[src/rtl/alarm_trigger_if.sv]
// alarm_trigger_if: time buses, user controls and buzzer/status outputs of the alarm trigger
interface alarm_trigger_if;
    logic        i_Alarm_Enable;
    logic        i_Snooze;
    logic        i_Dismiss;
    logic [31:0] i_Current_Time;
    logic        i_Current_PM;
    logic [31:0] i_Alarm_Time;
    logic        i_Alarm_PM;
    logic        o_Buzzer;
    logic        o_Ringing;
    logic        o_Snoozing;
    logic [1:0]  o_State;
    modport master (
        output i_Alarm_Enable, i_Snooze, i_Dismiss, i_Current_Time, i_Current_PM, i_Alarm_Time, i_Alarm_PM,
        input  o_Buzzer, o_Ringing, o_Snoozing, o_State
    );
    modport slave (
        input  i_Alarm_Enable, i_Snooze, i_Dismiss, i_Current_Time, i_Current_PM, i_Alarm_Time, i_Alarm_PM,
        output o_Buzzer, o_Ringing, o_Snoozing, o_State
    );
endinterface

[src/rtl/alarm_trigger.sv]
// alarm_trigger: HH:MM/PM match detector with ring/snooze/idle FSM and square-wave buzzer; ALARM_BEEP_PATTERN_EN gates the tone into on/off beeps
module alarm_trigger #(
    parameter int SNOOZE_MINUTES       = 9,
    parameter int RING_TIMEOUT_MINUTES = 5,
    parameter int TONE_HALF_PERIOD     = 2500,
    parameter int BEEP_HALF_PERIOD     = 2500000
) (
    input logic            i_Clk_5MHz,
    input logic            i_Reset_n,
    alarm_trigger_if.slave bus
);
    localparam int TW = $clog2(TONE_HALF_PERIOD + 1);
    typedef enum logic [1:0] {IDLE = 2'b00, RINGING = 2'b01, SNOOZE = 2'b10} state_t;
    state_t        state_q, state_d;
    logic          eq, eq_q, match_rise, tick, in_ring, enter_ring;
    logic [3:0]    min_q, ring_cnt_q, ring_cnt_d, snooze_cnt_q, snooze_cnt_d;
    logic [TW-1:0] tone_cnt_q, tone_cnt_d;
    logic          tone_q, tone_d, tone_wrap, buzz_q, buzz_d, ringing_q, snoozing_q;
    logic          unused_bits;
    assign unused_bits = ^{bus.i_Current_Time[15:0], bus.i_Alarm_Time[15:0]};
    assign eq         = (bus.i_Current_Time[31:16] == bus.i_Alarm_Time[31:16]) && (bus.i_Current_PM == bus.i_Alarm_PM);
    assign match_rise = eq && !eq_q;
    assign tick       = bus.i_Current_Time[19:16] != min_q;
    // Next state and minute counters; dismiss beats snooze, snooze swallows a coincident tick
    always_comb begin
        state_d      = state_q;
        ring_cnt_d   = ring_cnt_q;
        snooze_cnt_d = snooze_cnt_q;
        case (state_q)
            IDLE: begin
                if (bus.i_Alarm_Enable && match_rise) begin
                    state_d    = RINGING;
                    ring_cnt_d = '0;
                end
            end
            RINGING: begin
                if (!bus.i_Alarm_Enable || bus.i_Dismiss) begin
                    state_d = IDLE;
                end else if (bus.i_Snooze) begin
                    state_d      = SNOOZE;
                    snooze_cnt_d = 4'(SNOOZE_MINUTES);
                end else if (tick) begin
                    ring_cnt_d = ring_cnt_q + 4'd1;
                    state_d    = (ring_cnt_d == 4'(RING_TIMEOUT_MINUTES)) ? IDLE : RINGING;
                end
            end
            SNOOZE: begin
                if (!bus.i_Alarm_Enable || bus.i_Dismiss) begin
                    state_d = IDLE;
                end else if (tick) begin
                    snooze_cnt_d = snooze_cnt_q - 4'd1;
                    if (snooze_cnt_d == 4'd0) begin
                        state_d    = RINGING;
                        ring_cnt_d = '0;
                    end
                end
            end
            default: state_d = IDLE;
        endcase
    end
    assign in_ring    = state_d == RINGING;
    assign enter_ring = in_ring && (state_q != RINGING);
    assign tone_wrap  = tone_cnt_q == TW'(TONE_HALF_PERIOD - 1);
    assign tone_cnt_d = (in_ring && !enter_ring && !tone_wrap) ? tone_cnt_q + 1'b1 : '0;
    assign tone_d     = (in_ring && !enter_ring) ? tone_q ^ tone_wrap : 1'b0;
`ifdef ALARM_BEEP_PATTERN_EN
    localparam int BW = $clog2(BEEP_HALF_PERIOD + 1);
    logic [BW-1:0] beep_cnt_q, beep_cnt_d;
    logic          beep_q, beep_d, beep_wrap;
    assign beep_wrap  = beep_cnt_q == BW'(BEEP_HALF_PERIOD - 1);
    assign beep_cnt_d = (in_ring && !enter_ring && !beep_wrap) ? beep_cnt_q + 1'b1 : '0;
    assign beep_d     = in_ring ? (enter_ring ? 1'b1 : beep_q ^ beep_wrap) : 1'b0;
    assign buzz_d     = tone_d & beep_d;
    // Beep on/off phase, restarting in the on phase at every ring entry
    always_ff @(posedge i_Clk_5MHz or negedge i_Reset_n) begin
        if (!i_Reset_n) begin
            beep_cnt_q <= '0;
            beep_q     <= 1'b0;
        end else begin
            beep_cnt_q <= beep_cnt_d;
            beep_q     <= beep_d;
        end
    end
`else
    assign buzz_d = tone_d;
`endif
    // FSM, counters and registered outputs; eq_q resets high so a reset inside the alarm minute stays quiet
    always_ff @(posedge i_Clk_5MHz or negedge i_Reset_n) begin
        if (!i_Reset_n) begin
            state_q      <= IDLE;
            eq_q         <= 1'b1;
            min_q        <= '0;
            ring_cnt_q   <= '0;
            snooze_cnt_q <= '0;
            tone_cnt_q   <= '0;
            tone_q       <= 1'b0;
            buzz_q       <= 1'b0;
            ringing_q    <= 1'b0;
            snoozing_q   <= 1'b0;
        end else begin
            state_q      <= state_d;
            eq_q         <= eq;
            min_q        <= bus.i_Current_Time[19:16];
            ring_cnt_q   <= ring_cnt_d;
            snooze_cnt_q <= snooze_cnt_d;
            tone_cnt_q   <= tone_cnt_d;
            tone_q       <= tone_d;
            buzz_q       <= buzz_d;
            ringing_q    <= state_d == RINGING;
            snoozing_q   <= state_d == SNOOZE;
        end
    end
    assign bus.o_State    = state_q;
    assign bus.o_Buzzer   = buzz_q;
    assign bus.o_Ringing  = ringing_q;
    assign bus.o_Snoozing = snoozing_q;
endmodule

[src/flat_wrapper.sv]
// flat-port wrapper written by rule: the top's interface ports become plain ports
module alarm_trigger_flat 
#(
    parameter int SNOOZE_MINUTES       = 9,
    parameter int RING_TIMEOUT_MINUTES = 5,
    parameter int TONE_HALF_PERIOD     = 2500,
    parameter int BEEP_HALF_PERIOD     = 2500000
)
  (i_Clk_5MHz, i_Reset_n, bus_i_Alarm_Enable, bus_i_Snooze, bus_i_Dismiss, bus_i_Current_Time, bus_i_Current_PM, bus_i_Alarm_Time, bus_i_Alarm_PM, bus_o_Buzzer, bus_o_Ringing, bus_o_Snoozing, bus_o_State);
  alarm_trigger_if bus_i ();
  input logic i_Clk_5MHz;
  input logic i_Reset_n;
  input wire logic [$bits(bus_i.i_Alarm_Enable)-1:0] bus_i_Alarm_Enable;
  input wire logic [$bits(bus_i.i_Snooze)-1:0] bus_i_Snooze;
  input wire logic [$bits(bus_i.i_Dismiss)-1:0] bus_i_Dismiss;
  input wire logic [$bits(bus_i.i_Current_Time)-1:0] bus_i_Current_Time;
  input wire logic [$bits(bus_i.i_Current_PM)-1:0] bus_i_Current_PM;
  input wire logic [$bits(bus_i.i_Alarm_Time)-1:0] bus_i_Alarm_Time;
  input wire logic [$bits(bus_i.i_Alarm_PM)-1:0] bus_i_Alarm_PM;
  output wire logic [$bits(bus_i.o_Buzzer)-1:0] bus_o_Buzzer;
  output wire logic [$bits(bus_i.o_Ringing)-1:0] bus_o_Ringing;
  output wire logic [$bits(bus_i.o_Snoozing)-1:0] bus_o_Snoozing;
  output wire logic [$bits(bus_i.o_State)-1:0] bus_o_State;
  assign bus_i.i_Alarm_Enable = bus_i_Alarm_Enable;
  assign bus_i.i_Snooze = bus_i_Snooze;
  assign bus_i.i_Dismiss = bus_i_Dismiss;
  assign bus_i.i_Current_Time = bus_i_Current_Time;
  assign bus_i.i_Current_PM = bus_i_Current_PM;
  assign bus_i.i_Alarm_Time = bus_i_Alarm_Time;
  assign bus_i.i_Alarm_PM = bus_i_Alarm_PM;
  assign bus_o_Buzzer = bus_i.o_Buzzer;
  assign bus_o_Ringing = bus_i.o_Ringing;
  assign bus_o_Snoozing = bus_i.o_Snoozing;
  assign bus_o_State = bus_i.o_State;
  alarm_trigger #(.SNOOZE_MINUTES(SNOOZE_MINUTES), .RING_TIMEOUT_MINUTES(RING_TIMEOUT_MINUTES), .TONE_HALF_PERIOD(TONE_HALF_PERIOD), .BEEP_HALF_PERIOD(BEEP_HALF_PERIOD)) u_core (.i_Clk_5MHz(i_Clk_5MHz), .i_Reset_n(i_Reset_n), .bus(bus_i));
endmodule
[config.mk]
export PLATFORM = sky130hd
export DESIGN_NAME = alarm_trigger_flat
export DESIGN_NICKNAME = d
export VERILOG_FILES = /design/src/rtl/alarm_trigger_if.sv /design/src/rtl/alarm_trigger.sv /design/src/flat_wrapper.sv
export SDC_FILE = /design/constraint.sdc
export NUM_CORES = 1
export LEC_CHECK = 0
export CORE_MARGIN = 2
export CORE_UTILIZATION = 38
export DETAILED_ROUTE_END_ITERATION = 8
export PLACE_DENSITY_LB_ADDON = 0.2
export SETUP_SLACK_MARGIN = 0.15
export SYNTH_ARGS = -nofsm -noshare
export SYNTH_HDL_FRONTEND = slang
export SYNTH_SLANG_ARGS = --single-unit
[constraint.sdc]
create_clock -name i_Clk_5MHz -period 1.7 [get_ports i_Clk_5MHz]
set_input_delay 0.17 -clock i_Clk_5MHz [delete_from_list [all_inputs] [get_ports i_Clk_5MHz]]
set_output_delay 0.17 -clock i_Clk_5MHz [all_outputs]
set_load 0.01 [all_outputs]
* After elaboration in Yosys (flattened, before gate mapping)
Cells that the tools add are included.
** Operators by class
- Equal/unequal tests :: 18
- Reductions and logical operators :: 17
- Bitwise gates (word level) :: 1
- $add $sub $neg :: 3
- Muxes and demuxes :: 24
** Operator list (number)
- 4-bit two-way mux :: 11
- 16-bit == test :: 1
- 2-bit two-way mux :: 7
- 12-bit by 1-bit adder with 12-bit output, second input constant :: 1
- 12-bit == test, second input constant :: 1
- 12-bit two-way mux :: 1
- 4-bit case mux with 3 select lines :: 1
- 2-bit by 1-bit != test with 1-bit output, second input constant :: 5
- 2-bit != test, second input constant :: 4
- 4-bit case mux with 2 select lines :: 1
- 8-bit AND reduction :: 1
- 1-bit logical AND :: 6
- 2-bit case mux with 3 select lines :: 1
- 5-bit AND reduction :: 1
- 4-bit by 1-bit adder with 4-bit output, second input constant :: 1
- 2-bit by 1-bit == test with 1-bit output, second input constant :: 2
- 2-bit == test, second input constant :: 2
- 4-bit by 3-bit == test with 1-bit output, second input constant :: 1
- 1-bit zero test :: 4
- 4-bit zero test :: 1
- 4-bit != test :: 1
- 4-bit by 1-bit subtractor with 4-bit output, second input constant :: 1
- 3-bit nonzero test :: 1
- 2-bit zero test :: 1
- 5 further kinds :: 6
** Storage, ports and cells
- Output and inout port bits :: 5
- Input bits :: 71
- Register bits :: 30
- Logic and storage cells :: 72

* Logic depth before layout (Yosys ltp)
- Word-level depth :: 13
- Depth in mapped cells :: 8

* Worst setup path after synthesis
OpenSTA, ideal clock, no wires.
- Path type :: flip-flop to flip-flop
- Start point :: reg u_core.snooze_cnt_q[0]
- End point :: reg u_core.ring_cnt_q[1]
- Slack :: -113 ps
- Library setup time :: 79 ps
- Data required time :: 1621 ps
- Path buffers :: 0
- Data arrival time :: 1734 ps
- Cell stages (with the launch flop) :: 8
- Cells stage by stage :: dfrtp_1 inv_1 ha_1 o41ai_4 a31oi_1 nor3_2 or2_4 mux2i_1
** Between the ends
- Longest elaborated chain between the ends :: 4
** Ends and longest elaborated chain
- from (decl) :: line alarm_trigger.sv:16 : logic [3:0] min_q, ring_cnt_q, ring_cnt_d, snooze_cnt_q, snooze_cnt_d;
- from (signal assigned) :: line alarm_trigger.sv:105 : snooze_cnt_q <= snooze_cnt_d;
- 4-bit by 1-bit subtractor with 4-bit output :: line alarm_trigger.sv:51 : snooze_cnt_d = snooze_cnt_q - 4'd1;
- 4-bit zero test :: line alarm_trigger.sv:52 : if (snooze_cnt_d == 4'd0) begin
- 2-bit by 1-bit != test with 1-bit output (no source line)
- 8-bit AND reduction (no source line)
- to (signal assigned) :: line alarm_trigger.sv:104 : ring_cnt_q <= ring_cnt_d;
- to (decl) :: line alarm_trigger.sv:16
No other way between the ends.
A chain may end at the register's enable or synchronous reset.

* Worst setup path after layout
Same ends and word-level chain as after synthesis.

==> results_dict.tcl <==
set metrics [dict create \
    status "finished with violations" \
    violations "negative setup slack" \
    post-dp-hpwl_microns 2624 \
    path_cells "inv_2 > ha_4 > o41ai_4 > a31oi_2 > nor3_4 > or2_4 > mux2i_1" \
    place_inst 286 \
    p_total_mw 1.531 \
    slew_viol_final 0 \
    critical_path.max_stage_delay_ns 0.40 \
    cp_data_required_time_ns 1.90 \
    met1_usage_pct 19.29 \
    fin_ws_ns -0.1644 \
    syn_avg_cell_area_sq_um 9.922 \
    wl_microns 4020 \
    synth-async-reset-ratio_pct 100.0 \
    slew-limit-headroom_pct 75.20 \
    yosys_most_used_dff "dfrtp_1" \
    synth_warnings 0 \
    fin_nets 335 \
    netlist.area_leader.share_pct 42.52 \
    grt_use_met2_pct 27.00 \
    fmax_mhz 536.4 \
    ys_types 34 \
    synthesis.instances 172 \
    crit_slowest_cell "o41ai_4" \
    path_class "flip-flop to flip-flop" \
    combPwrFrac_pct 17.8 \
    ys_top_cells_by_area "dfrtp_1, xor2_1, nor2_1" \
    areaGrowthSynthToFinish_pct 65.98 \
    synth_edf_count 0 \
    cts_tree "built" \
    io_pins 76 \
    drc 0 \
    post-route-util_pct 65.06 \
    port_buffers 43 \
    die_h_microns 71.02 \
    drtAntennaViolNets 0 \
    fin_cells 311 \
    cts_buffers 5 \
    yosys.area.top_type "dfrtp_1" \
    grt_max_degree 31 \
    synth_area_sq_mm 0.001707 \
    holdCritPathClass "input port to flip-flop" \
    numClockSinks 30 \
    reg2reg_depth 7 \
    min_period_ns 1.864 \
    grt_pass1_vias 1519 \
    grt_util_all_layers_pct 16.17 \
    grt_pass1_wl_microns 6417 \
    seqPwrFrac_pct 48.0 \
    rsz0062_at_grt "true" \
    cts-root-buf "clkbuf_8" \
    grt_util_met3_pct 5.983 \
    layout-drive-gt1-share_pct 34.36 \
    ir_drop_v 0.0002670 \
    reg2reg_from "u_core.snooze_cnt_q[0]" \
    p_per_area_mw_per_mm2 540.4 \
    htreeDepth 2 \
    vias 1522 \
    wl_per_cell_microns 12.93 \
    first_iter_violations 42 \
    antenna_found_initial 0 \
    core_area_sq_mm 0.004354 \
    switching_power_mw 0.3633 \
    synth_seq_cells 30 \
    critPathLaunchType "flip-flop" \
    path_max_fanout 4 \
    diodes 0 \
    rows 24 \
    p_int_mw 1.168 \
    grt_overflow_total 0 \
    synth_seq_area_share_pct 44.06 \
    pwr-share-clk_pct 34.2 \
    clock_path_buffers 2 \
    power_leakage_nw 1.308 \
    grt.busiest_layer "met2" \
    firstDrtPassIters 4 \
    insertion_delay_ns 0.28 \
    hold_viol_final 0 \
    tightest_slew_ns 0.3720 \
    die_w_microns 71.02 \
    setup.worst_path.end_class "flip-flop" \
    path_clk_slew_ns 0.06 \
    startpoint "u_core.snooze_cnt_q[0]" \
    finalClockSkew_ns 0.005227 \
    initial_utilization_pct 39.20 \
    finalWeightedCongestion 0.7951 \
    swShare_pct 23.73 \
    drv_cap 0 \
    min-delay-start "bus_i_Current_Time[16]" \
    die_area_sq_mm 0.005043 \
    vias_per_cell 4.894 \
    finalSetupViolCount 4 \
    hold-path-cell-count 1 \
    tns_ns -0.4662 \
    synth_nets 248 \
    crit_arrival_ns 2.07 \
    fin_crit_sh_pct 109.7 \
]
-- power by group through the flow --
stage / clock network, mW / logic [mW] / registers, mW
floorplan: 0 / 0.0809 / 0.745
global placement: 0 / 0.228 / 0.745
detailed placement: 0 / 0.230 / 0.745
CTS: 0.537 / 0.248 / 0.734
global route: 0.568 / 0.299 / 0.736
finish: 0.523 / 0.273 / 0.735
-- critical path, delay by kind of cell, from the launching register on --
kind / cells / cell delay [ns]
buffers and inverters: 1 / 0.07
and+or+nand+nor: 2 / 0.43
muxes: 1 / 0.17
adders and majority gates: 1 / 0.17
DFF: 1 / 0.38
AOI/OAI and AO/OA: 2 / 0.57
-- final cells by class --
cell class	instances	area (sq um)
repair buffers	80	749.5
multi-input cells	133	1155
well taps	52	65.06
clock buffers	7	76.32
fillers	351	1521
inverters	9	33.78
flip-flops and latches	30	753.2
-- placed cells by master (no fill, tap or decap), types with 4 or more instances in the layout --
cell type         n
xnor2_1           5
dfrtp_1          28
nor2_1           10
nand3_1          10
nor3_1            4
dlygate4sd2_1     4
nor2_2            7
nor2_4            5
nand2b_1          4
inv_1             6
xor2_2            5
clkdlybuf4s50_1  25
buf_4            34
clkbuf_8          5
xor2_1           22
nand2_1           8
dlymetal6s2s_1   14
-- cell usage after synthesis (2+ instances only) --
| master | n |
|---|---|
| inv_1 | 8 |
| nor4_1 | 4 |
| a21oi_1 | 3 |
| nand2b_1 | 5 |
| o21ai_1 | 6 |
| nand3b_1 | 2 |
| nand3_1 | 10 |
| ha_1 | 5 |
| mux2i_1 | 3 |
| dfrtp_1 | 29 |
| nand2_1 | 11 |
| and3_1 | 3 |
| xnor2_1 | 6 |
| nor3_1 | 7 |
| nor2_1 | 22 |
| nor2b_1 | 2 |
| a31oi_1 | 3 |
| xor2_1 | 27 |
-- routing by layer --
layer	vias up	routed length, microns
met2	54	1997
met3	4	282
met1	706	1697
li1	758	-
met4	0	42
met5	-	0
-- repair_timing --
| item | in CTS | in global routing |
|---|---|---|
| gates cloned | 1 | 0 |
| resized for setup | 16 | 54 |
| hold buffers | 0 | 0 |
| pin swaps | 16 | 18 |
| setup endpoints to repair | 23 | 25 |
| buffers inserted | 9 | 8 |
-- state kept, by name, indices dropped and copies added, names as in the netlist --
name	flops
u_core.bus.o_Ringing	1
u_core.bus.o_Snoozing	1
u_core.bus.o_State	2
u_core.eq_q	1
u_core.min_q	4
u_core.ring_cnt_q	4
u_core.snooze_cnt_q	4
u_core.tone_cnt_q	12
u_core.tone_q	1
-- cell families (layout without fill, tap and decap cells) --
family	count (synthesis)	count (layout)	synth area share (%)
and+or+nand+nor	72	73	22.36
xor gates and xnor gates	33	33	16.94
DFF	30	30	44.06
AOI/OAI and AO/OA	19	19	8.579
buffers and inverters	10	96	2.639
adders and majority gates	5	5	3.666
muxes	3	3	1.760
-- stage by stage --
step	worst slack, ns	hold WS, ns	area (sq um)
6_report	-0.1644	0.2383	2833
5_1_grt	-0.2997	0.2418	2833
4_1_cts	-0.1852	0.2338	2550
3_5_place_dp	-0.2492	0.4776	2346
3_3_place_gp	-0.2291	0.4783	2346
2_1_floorplan	-0.07178	-0.1256	1712
-- final timing paths --
kind / slack [ns] / endpoint
worst min register to register: 0.49 / u_core.tone_cnt_q[0]
worst max-delay path: -0.16 / u_core.ring_cnt_q[1]
max in group asynchronous: 1.11 / u_core.eq_q
worst min-delay path: 0.24 / u_core.min_q[0]
worst max register to register: -0.16 / u_core.ring_cnt_q[1]
min in group asynchronous: 0.28 / u_core.tone_cnt_q[8]
Power figures use the tool's default switching activity.
